## src/rtl/qfilt_mask_pkg.sv

```systemverilog
// Shared helpers for the qfilt union filter.
// Width helpers and the type-keep lookup.
package qfilt_pkg;

    localparam int MAX_TYPES = 256;

    function automatic int din_width(
        input int lvl,
        input int w_ctrl,
        input int w_din
    );
        return lvl + w_ctrl + w_din;
    endfunction

    function automatic int dout_width(
        input int lvl,
        input int w_dout
    );
        return lvl + w_dout;
    endfunction

    function automatic logic keep_sel(
        input logic [MAX_TYPES-1:0] mask,
        input logic [7:0]           ctrl
    );
        return mask[ctrl];
    endfunction

endpackage

```

## src/rtl/qfilt_mask_if.sv

```systemverilog
// dti valid/ready link carrying one packed word.
// The producer drives valid/data, the consumer drives ready.
interface dti #(
    parameter int W = 8
) ();
    logic         valid;
    logic         ready;
    logic [W-1:0] data;

    modport producer (output valid, output data, input ready);
    modport consumer (input valid, input data, output ready);
endinterface

```

## src/rtl/qfilt_mask_sat_counter.sv

```systemverilog
// Saturating up-counter with synchronous clear.
// Clear has priority over a same-cycle increment.
module sat_counter #(
    parameter int W = 16
) (
    input  logic         clk,
    input  logic         rst,
    input  logic         inc,
    input  logic         clr,
    output logic [W-1:0] cnt
);

    always_ff @(posedge clk or negedge rst) begin
        if (!rst) begin
            cnt <= '0;
        end else if (clr) begin
            cnt <= '0;
        end else if (inc && !(&cnt)) begin
            cnt <= cnt + 1'b1;
        end
    end

endmodule

```

## src/rtl/qfilt_mask.sv

```systemverilog
// Union-type queue filter: keeps items whose tag is enabled,
// folds end-of-transaction flags of dropped items into the last kept one.
module qfilt_mask
    import qfilt_pkg::*;
#(
    parameter int W_DIN     = 16,
    parameter int W_DOUT    = 16,
    parameter int W_CTRL    = 2,
    parameter int LVL       = 1,
    parameter logic [2**W_CTRL-1:0] SEL_MASK =
        {{(2**W_CTRL-1){1'b0}}, 1'b1},
    parameter int EMPTY_EOT = 0,
    parameter int W_CNT     = 16
) (
    input  logic             clk,
    input  logic             rst,
    dti.consumer             din,
    dti.producer             dout,
    input  logic             cnt_clr,
    output logic [W_CNT-1:0] drop_cnt
);

    localparam int W_IN  = din_width(LVL, W_CTRL, W_DIN);
    localparam int W_OUT = dout_width(LVL, W_DOUT);

    logic [LVL-1:0]    in_eot;
    logic [W_CTRL-1:0] in_ctrl;
    logic [W_DIN-1:0]  in_data;

    logic              full;
    logic [LVL-1:0]    hold_eot;
    logic [W_DOUT-1:0] hold_data;

    logic keep, close, eot0, fire, hs, eff_empty;
    logic ld_kept, ld_ph, merge, drop;

    assign {in_eot, in_ctrl, in_data} = W_IN'(din.data);

    assign keep  = keep_sel(MAX_TYPES'(SEL_MASK), 8'(in_ctrl));
    assign close = &in_eot;
    assign eot0  = in_eot[0];

    // A kept item waits until its last eot is known: either the
    // next kept item shows up or the hold already closes.
    assign dout.valid = full &&
        ((din.valid && keep) || (&hold_eot));
    assign dout.data  = W_OUT'({hold_eot, hold_data});
    assign hs         = dout.valid && dout.ready;

    always_comb begin
        din.ready = 1'b1;
        unique case (1'b1)
            keep:          din.ready = !full || hs;
            !keep && !eot0: din.ready = 1'b1;
            !keep && eot0:
                din.ready = !full || !dout.valid || hs;
        endcase
    end

    // An outgoing hold is treated as free, so an eot arriving with
    // the handshake starts a new transaction instead of merging.
    assign fire      = din.valid && din.ready;
    assign eff_empty = !full || hs;
    assign ld_kept   = fire && keep;
    assign ld_ph     = fire && !keep && eot0 && eff_empty &&
                       close && (EMPTY_EOT != 0);
    assign merge     = fire && !keep && eot0 && !eff_empty;
    assign drop      = fire && !keep && !ld_ph;

    always_ff @(posedge clk or negedge rst) begin
        if (!rst) begin
            full      <= 1'b0;
            hold_eot  <= '0;
            hold_data <= '0;
        end else if (ld_kept) begin
            full      <= 1'b1;
            hold_eot  <= in_eot;
            hold_data <= W_DOUT'(in_data);
        end else if (ld_ph) begin
            full      <= 1'b1;
            hold_eot  <= in_eot;
            hold_data <= '0;
        end else if (merge) begin
            hold_eot  <= hold_eot | in_eot;
        end else if (hs) begin
            full      <= 1'b0;
            hold_eot  <= '0;
        end
    end

    sat_counter #(
        .W (W_CNT)
    ) u_drop_cnt (
        .clk (clk),
        .rst (rst),
        .inc (drop),
        .clr (cnt_clr),
        .cnt (drop_cnt)
    );

endmodule

```

## src/flat_wrapper.sv

```systemverilog
// flat-port wrapper written by rule: the top's interface ports become plain ports
module qfilt_mask_flat import qfilt_pkg::*;
#(
    parameter int W_DIN     = 16,
    parameter int W_DOUT    = 16,
    parameter int W_CTRL    = 2,
    parameter int LVL       = 1,
    parameter logic [2**W_CTRL-1:0] SEL_MASK =
        {{(2**W_CTRL-1){1'b0}}, 1'b1},
    parameter int EMPTY_EOT = 0,
    parameter int W_CNT     = 16
)
  (clk, rst, cnt_clr, drop_cnt, din_valid, din_data, din_ready, dout_valid, dout_data, dout_ready);
  dti #(.W(LVL + W_CTRL + W_DIN)) din_i ();
  dti #(.W(LVL + W_DOUT)) dout_i ();
  input  logic clk;
  input  logic rst;
  input  logic cnt_clr;
  output logic [W_CNT-1:0] drop_cnt;
  input wire logic [$bits(din_i.valid)-1:0] din_valid;
  input wire logic [$bits(din_i.data)-1:0] din_data;
  output wire logic [$bits(din_i.ready)-1:0] din_ready;
  output wire logic [$bits(dout_i.valid)-1:0] dout_valid;
  output wire logic [$bits(dout_i.data)-1:0] dout_data;
  input wire logic [$bits(dout_i.ready)-1:0] dout_ready;
  assign din_i.valid = din_valid;
  assign din_i.data = din_data;
  assign din_ready = din_i.ready;
  assign dout_valid = dout_i.valid;
  assign dout_data = dout_i.data;
  assign dout_i.ready = dout_ready;
  qfilt_mask #(.W_DIN(W_DIN), .W_DOUT(W_DOUT), .W_CTRL(W_CTRL), .LVL(LVL), .SEL_MASK(SEL_MASK), .EMPTY_EOT(EMPTY_EOT), .W_CNT(W_CNT)) u_core (.clk(clk), .rst(rst), .din(din_i), .dout(dout_i), .cnt_clr(cnt_clr), .drop_cnt(drop_cnt));
endmodule
```

## config.mk

```make
export PLATFORM = sky130hd
export DESIGN_NAME = qfilt_mask_flat
export DESIGN_NICKNAME = d
export VERILOG_FILES = /design/src/rtl/qfilt_mask_pkg.sv /design/src/rtl/qfilt_mask_if.sv /design/src/rtl/qfilt_mask_sat_counter.sv /design/src/rtl/qfilt_mask.sv /design/src/flat_wrapper.sv
export SDC_FILE = /design/constraint.sdc
export NUM_CORES = 1
export LEC_CHECK = 0
export CORE_MARGIN = 10
export CORE_UTILIZATION = 40
export CTS_BUF_LIST = sky130_fd_sc_hd__clkbuf_4
export CTS_CLUSTER_DIAMETER = 100
export DETAILED_ROUTE_END_ITERATION = 7
export GPL_ROUTABILITY_DRIVEN = 0
export PLACE_DENSITY_LB_ADDON = 0.15
export SLEW_MARGIN = 15
export SYNTH_ARGS = -nofsm -noshare
export SYNTH_HDL_FRONTEND = slang
export SYNTH_HIERARCHICAL = 1
export SYNTH_SLANG_ARGS = --single-unit
```

## constraint.sdc

```tcl
create_clock -name clk -period 3.2 [get_ports clk]
set_input_delay 0.32 -clock clk [delete_from_list [all_inputs] [get_ports clk]]
set_output_delay 0.32 -clock clk [all_outputs]
set_load 0.02 [all_outputs]
```

; ---- Word level (Yosys, flattened, before mapping)
; Cells that the tools add are included.
[totals]
reg_bits = 34
input_bits = 24
out_inout_bits = 35
wordCells = 44
[classes]
n_addsub = 1
n_lt_le_gt_ge = 1
n_eq_ne = 1
n_mux = 10
bitwise = 1
n_reduce_logical = 26
[op_table]
columns = cell, n
row1 = $mux W16, 2
row2 = $add A16 B1 Y16 const B, 1
row3 = $reduce_and A16 Y1, 1
row4 = $logic_and A1 B1 Y1, 11
row5 = $lt A2 B9 Y1 const B, 1
row6 = $logic_not A1 Y1, 6
row7 = $mux W1, 6
row8 = $logic_or A1 B1 Y1, 4
row9 = $reduce_bool A2 Y1, 2
row10 = $pmux W1 S3, 1
row11 = $reduce_bool A3 Y1, 1
row12 = $bmux W1 S2, 1
row13 = $ne A2 B1 Y1 const B, 1
row14 = $reduce_and A2 Y1, 1
row15 = $or A1 B1 Y1, 1

; ---- Depth between registers and ports, before layout
[logic_depth]
depth_word = 15
depth_mapped = 6
ltp_nobuf = 6

; ---- Modules after synthesis
; The synthesis kept the hierarchy.
[modules_own_cells]
columns = mod, n_inst, cells_per_inst, area_each_um2, seq_area_each_um2
row1 = sat_counter, 1, 95, 919.6, 400.4
row2 = qfilt_mask, 1, 53, 813.3, 450.4

; ---- Worst setup path after synthesis
; Ideal clock, no wire load.
[synth_timing]
kind = register -> register
from = reg u_core.full
to = reg u_core.u_drop_cnt.cnt[15]
setup_ps = 78
arrival_ps = 1674
t_required_ps = 3122
setup_slack_ps = 1448
path_stages_with_launch = 7
path_buffers = 0
period_less_slack_ps = 1752
cell_sequence = dfrtp_1 > nand2b_1 > o211a_1 > and4_4 > nand3_4 > or4_1 > a21oi_1
[synth_between]
elab_chain_len = 9
elab_cells_between_ends = 12
cone_classes = mux (1) / reduce/logical (11)
[synth_rtl]
columns = item, line_no
row1 = start: declaration, qfilt_mask.sv:30  ; logic full;
row2 = start signal: assignment, qfilt_mask.sv:72  ; full <= 1'b0;
row3 = start signal: assignment, qfilt_mask.sv:76  ; full <= 1'b1;
row4 = start signal: assignment, qfilt_mask.sv:80  ; full <= 1'b1;
row5 = $logic_and A1 B1 Y1, qfilt_mask.sv:45  ; assign dout.valid = full &&
row6 = $logic_not A1 Y1, qfilt_mask.sv:56  ; din.ready = !full || !dout.valid || hs;
row7 = $logic_or A1 B1 Y1 (2 in series), qfilt_mask.sv:56
row8 = $pmux W1 S3 *, qfilt_mask.sv:52  ; unique case (1'b1)
row9 = $logic_and A1 B1 Y1 *, qfilt_mask.sv:62  ; assign fire = din.valid && din.ready;
row10 = $logic_and A1 B1 Y1 *, --
row11 = named net u_core.drop, qfilt_mask.sv:35  ; logic ld_kept, ld_ph, merge, drop;
row12 = $logic_and A1 B1 Y1 *, qfilt_mask_sat_counter.sv:18  ; end else if (inc && !(&cnt)) begin
row13 = $reduce_bool A2 Y1 (no source line) *, --
row14 = end signal: assignment, qfilt_mask_sat_counter.sv:19  ; cnt <= cnt + 1'b1;
row15 = end: declaration, qfilt_mask_sat_counter.sv:10  ; output logic [W-1:0] cnt
; Mark *: on every way through the listed nets, which the timed path passes. The rest lies on a longest branch.
; A chain may end at the register's enable or synchronous reset.

; ---- Worst setup path in the final report
[layout_timing]
from = in din_data[17]
to = out din_ready
[layout_between]
elab_chain_len = 9
elab_cells_between_ends = 14
cone_classes = mux (3) / reduce/logical (11)
[layout_rtl]
columns = item, line_no
row1 = start: declaration, flat_wrapper.sv:21  ; input wire logic [$bits(din_i.data)-1:0] din_data;
row2 = $bmux W1 S2 *, qfilt_mask_pkg.sv:26  ; return mask[ctrl];
row3 = $mux W1 (implied by the code) *, qfilt_mask_pkg.sv:26
row4 = $logic_and A1 B1 Y1, qfilt_mask.sv:46  ; ((din.valid && keep) || (&hold_eot));
row5 = $logic_or A1 B1 Y1, qfilt_mask.sv:46
row6 = $logic_and A1 B1 Y1, qfilt_mask.sv:45
row7 = $logic_not A1 Y1, qfilt_mask.sv:56
row8 = $logic_or A1 B1 Y1 (2 in series), qfilt_mask.sv:56
row9 = $pmux W1 S3 *, qfilt_mask.sv:52
row10 = end: declaration, flat_wrapper.sv:22  ; output wire logic [$bits(din_i.ready)-1:0] din_ready;
; Every way passes the cells marked *; elsewhere a longest branch is shown, timed or not. The select of a mux whose other input is x is not followed.

==> impl_metrics.toml <==
[finish]
n_fill_cell = 332
final_nets = 235
layout-drive-gt1-share_pct = 17.1
antenna_cells = 0
final_util_pct = 59.4
design_area_sq_um = 2430
synthToLayoutAreaGrowth_pct = 40.1
layout.cells.non_filler = 260

[critical_path]
critical_path.startpoint = "din_data[17]"
crit_path_max_fanout = 4
end_kind = "output pin"
path_buf_inv = 2
r2r_slack_ns = 1.25
criticalPathCategory = "in -> out"
start_kind = "input port"
slowest_delay_ns = 0.55
r2r-start = "u_core/full"
crit_chain = "clkdlybuf4s50_1 > or2_2 > nor3_1 > o21ai_0 > clkdlybuf4s50_1"
worstPathRequired_ns = 2.88
critPathMostFrequentCell = "clkdlybuf4s50_1"
path_delay_family = "buffers and inverters"
critPathSlowestCell = "clkdlybuf4s50_1"
crit_arrival_ns = 1.95

[sta]
slew_headroom_pct = 56.4
timing.final.crit_share_pct = 70.9
rsz0062_at_grt = "no"
setup_tns_ns = 0
finClkSkew_ns = 0.0102
finalMaxSlewViolations = 0
max_freq_mhz = 440
hold_viol_final = 0
tightestPinTransition_ns = 0.652
layout_setup_ws_ns = 0.930
fin_crit_ns = 2.27
finalSetupViolations = 0

[power]
power_density_nw_per_um2 = 568
power_frac_clock_pct = 21.4
p_sw_share_pct = 30.3
seqPwrFrac_pct = 41.8
peakVddDrop_v = 0.000288
p_leak_nw = 1.02
p_int_w = 0.000963
switchingPower_w = 0.000418
p_comb_share_pct = 36.8

[yosys]
synth_most_common_cell = "dfrtp_1"
netlist_top_cells_area = "dfrtp_1 (49%), mux2_4 (9.5%), mux2_2 (4.5%)"
synth_common_cells = "dfrtp_1 (34), mux2_4 (11), a21oi_1 (9), nand2_1 (9), nor2_1 (8)"
ys_async_sr_fraction_pct = 100
ys_seq_area_share_pct = 49.1
synth-main-ff-cell = "dfrtp_1"
syn_area_sq_um = 1730
synthDistinctLibCells = 45
syn-num-nets = 173
synth_seq_cells = 34
synth_top_area_cell = "dfrtp_1"
syn-instance-count = 148
yosys.area.top_type_share_pct = 49.1
synth-edff-count = 0
ys_warn_count = 6
syn_area_per_cell_sq_um = 11.7

[global_routing]
grt_pass1_vias = 1407
antenna_found_initial = 0
grt_pass1_wl_um = 7160
grt_max_degree = 35
grt_usage_pct = 12.0
grt_overflow = 0

[route]
m1WireLength_um = 1930
top_layer_used = "met4"
dr.pass1.iters = 4
vias = 1392
antenna_left = 0
wl_um = 4340
avgViaCountPerCell = 5.35
met3_length_um = 331
drt-wirelength-per-cell_um = 16.7
drcViolationCount = 0
drtIter0Drc = 63
wl_met2_um = 2030

[floorplanning]
rows = 23
pin_count = 59
dieHeight_um = 85.8
die_area_sq_um = 7370
die_w_um = 85.8
fp.coreArea_sq_um = 4090
start_util_pct = 42.4

[place]
portBuffers = 58
dpl.hpwl_um = 3270
dpl.cell_count = 253
post-place-ws_ns = 0.815
placed_cell_area_sq_um = 2360

[run]
cap_violations = 0

[cts]
htree_levels = 2
insertion_delay_ns = 0.33
ctsHoldBuffers = 0
post_cts_buffers = 0
clock-sinks = 34
cts_tree = "done"
cts_resized = 0
numCtsBuffers = 5
clk_pin_slew_ns = 0.10
clockBufferDepth = 2
cts_root_buf = "clkbuf_4"

[hold_path]
hold_class = "in -> async"

[outcome]
outcome = "completed"
==> sequential cells by signal (all words and copies together), names as in the netlist <==
name                   flops
u_core/hold_eot            1
u_core/hold_data          16
u_core/full                1
u_core/u_drop_cnt/cnt     16
==> kinds of logic (layout without fill, tap and decap cells) <==
family	after synthesis	count (layout)	synth area share, %
adders and majority gates	1	1	0.722
buffers and inverters	6	68	1.95
AOI/OAI and AO/OA	29	29	11.1
muxes	21	21	15.8
DFF	34	34	49.1
xor gates and xnor gates	1	1	0.506
and+or+nand+nor	56	56	20.8
==> final timing paths <==
path | endpoint | cells after the start
worst max-delay path | din_ready | 5
worst min-delay path | u_core/hold_eot | 2
worst max register to register | u_core/u_drop_cnt/cnt[15] | 6
worst min register to register | u_core/hold_data[1] | 1
max in group asynchronous | u_core/u_drop_cnt/cnt[7] | 2
min in group clk | u_core/hold_data[1] | 1
==> area by class of cell <==
type | count | area, sq um | share of cell area [%]
inverter | 2 | 7.51 | 0.309
sequential | 34 | 851 | 35.0
multi-input combinational | 108 | 848 | 34.9
clock buffer | 5 | 37.5 | 1.55
clock inverter | 2 | 33.8 | 1.39
tap | 50 | 62.6 | 2.58
timing repair buffer | 59 | 588 | 24.2
==> layout by cell type, fill, tap and decap left out, types with 4 or more instances in the layout <==
cell type and n:
or3_1 4, clkbuf_4 5, mux2_4 11, nand2_1 9, nand2b_1 4, a21oi_1 9, dfrtp_1 34, o21ai_0 6
clkdlybuf4s50_1 58, nand3_1 4, nor3_1 5, mux2_2 7, nor2_1 8
==> through the flow <==
stage / hold WS [ns] / power (W)
3_3_place_gp: 0.491 / 0.00109
4_1_cts: 0.387 / 0.00140
3_5_place_dp: 0.496 / 0.00110
5_1_grt: 0.383 / 0.00147
2_1_floorplan: 0.0244 / 0.000855
6_report: 0.392 / 0.00138
==> power by group through the flow <==
stage | Clock, W | Sequential, W | Combinational, W
CTS | 0.000311 | 0.000577 | 0.000517
detailed placement | 0 | 0.000586 | 0.000515
global route | 0.000334 | 0.000592 | 0.000541
global placement | 0 | 0.000578 | 0.000513
floorplan | 0 | 0.000672 | 0.000183
finish | 0.000296 | 0.000577 | 0.000508
==> metal layers <==
metal / GRT usage [%] / vias to the layer above
li1: - / 671
met1: 14.6 / 667
met2: 18.6 / 49
met3: 5.01 / 5
met4: 4.04 / 0
met5: 0 / -
Power figures use the tool's default switching activity.
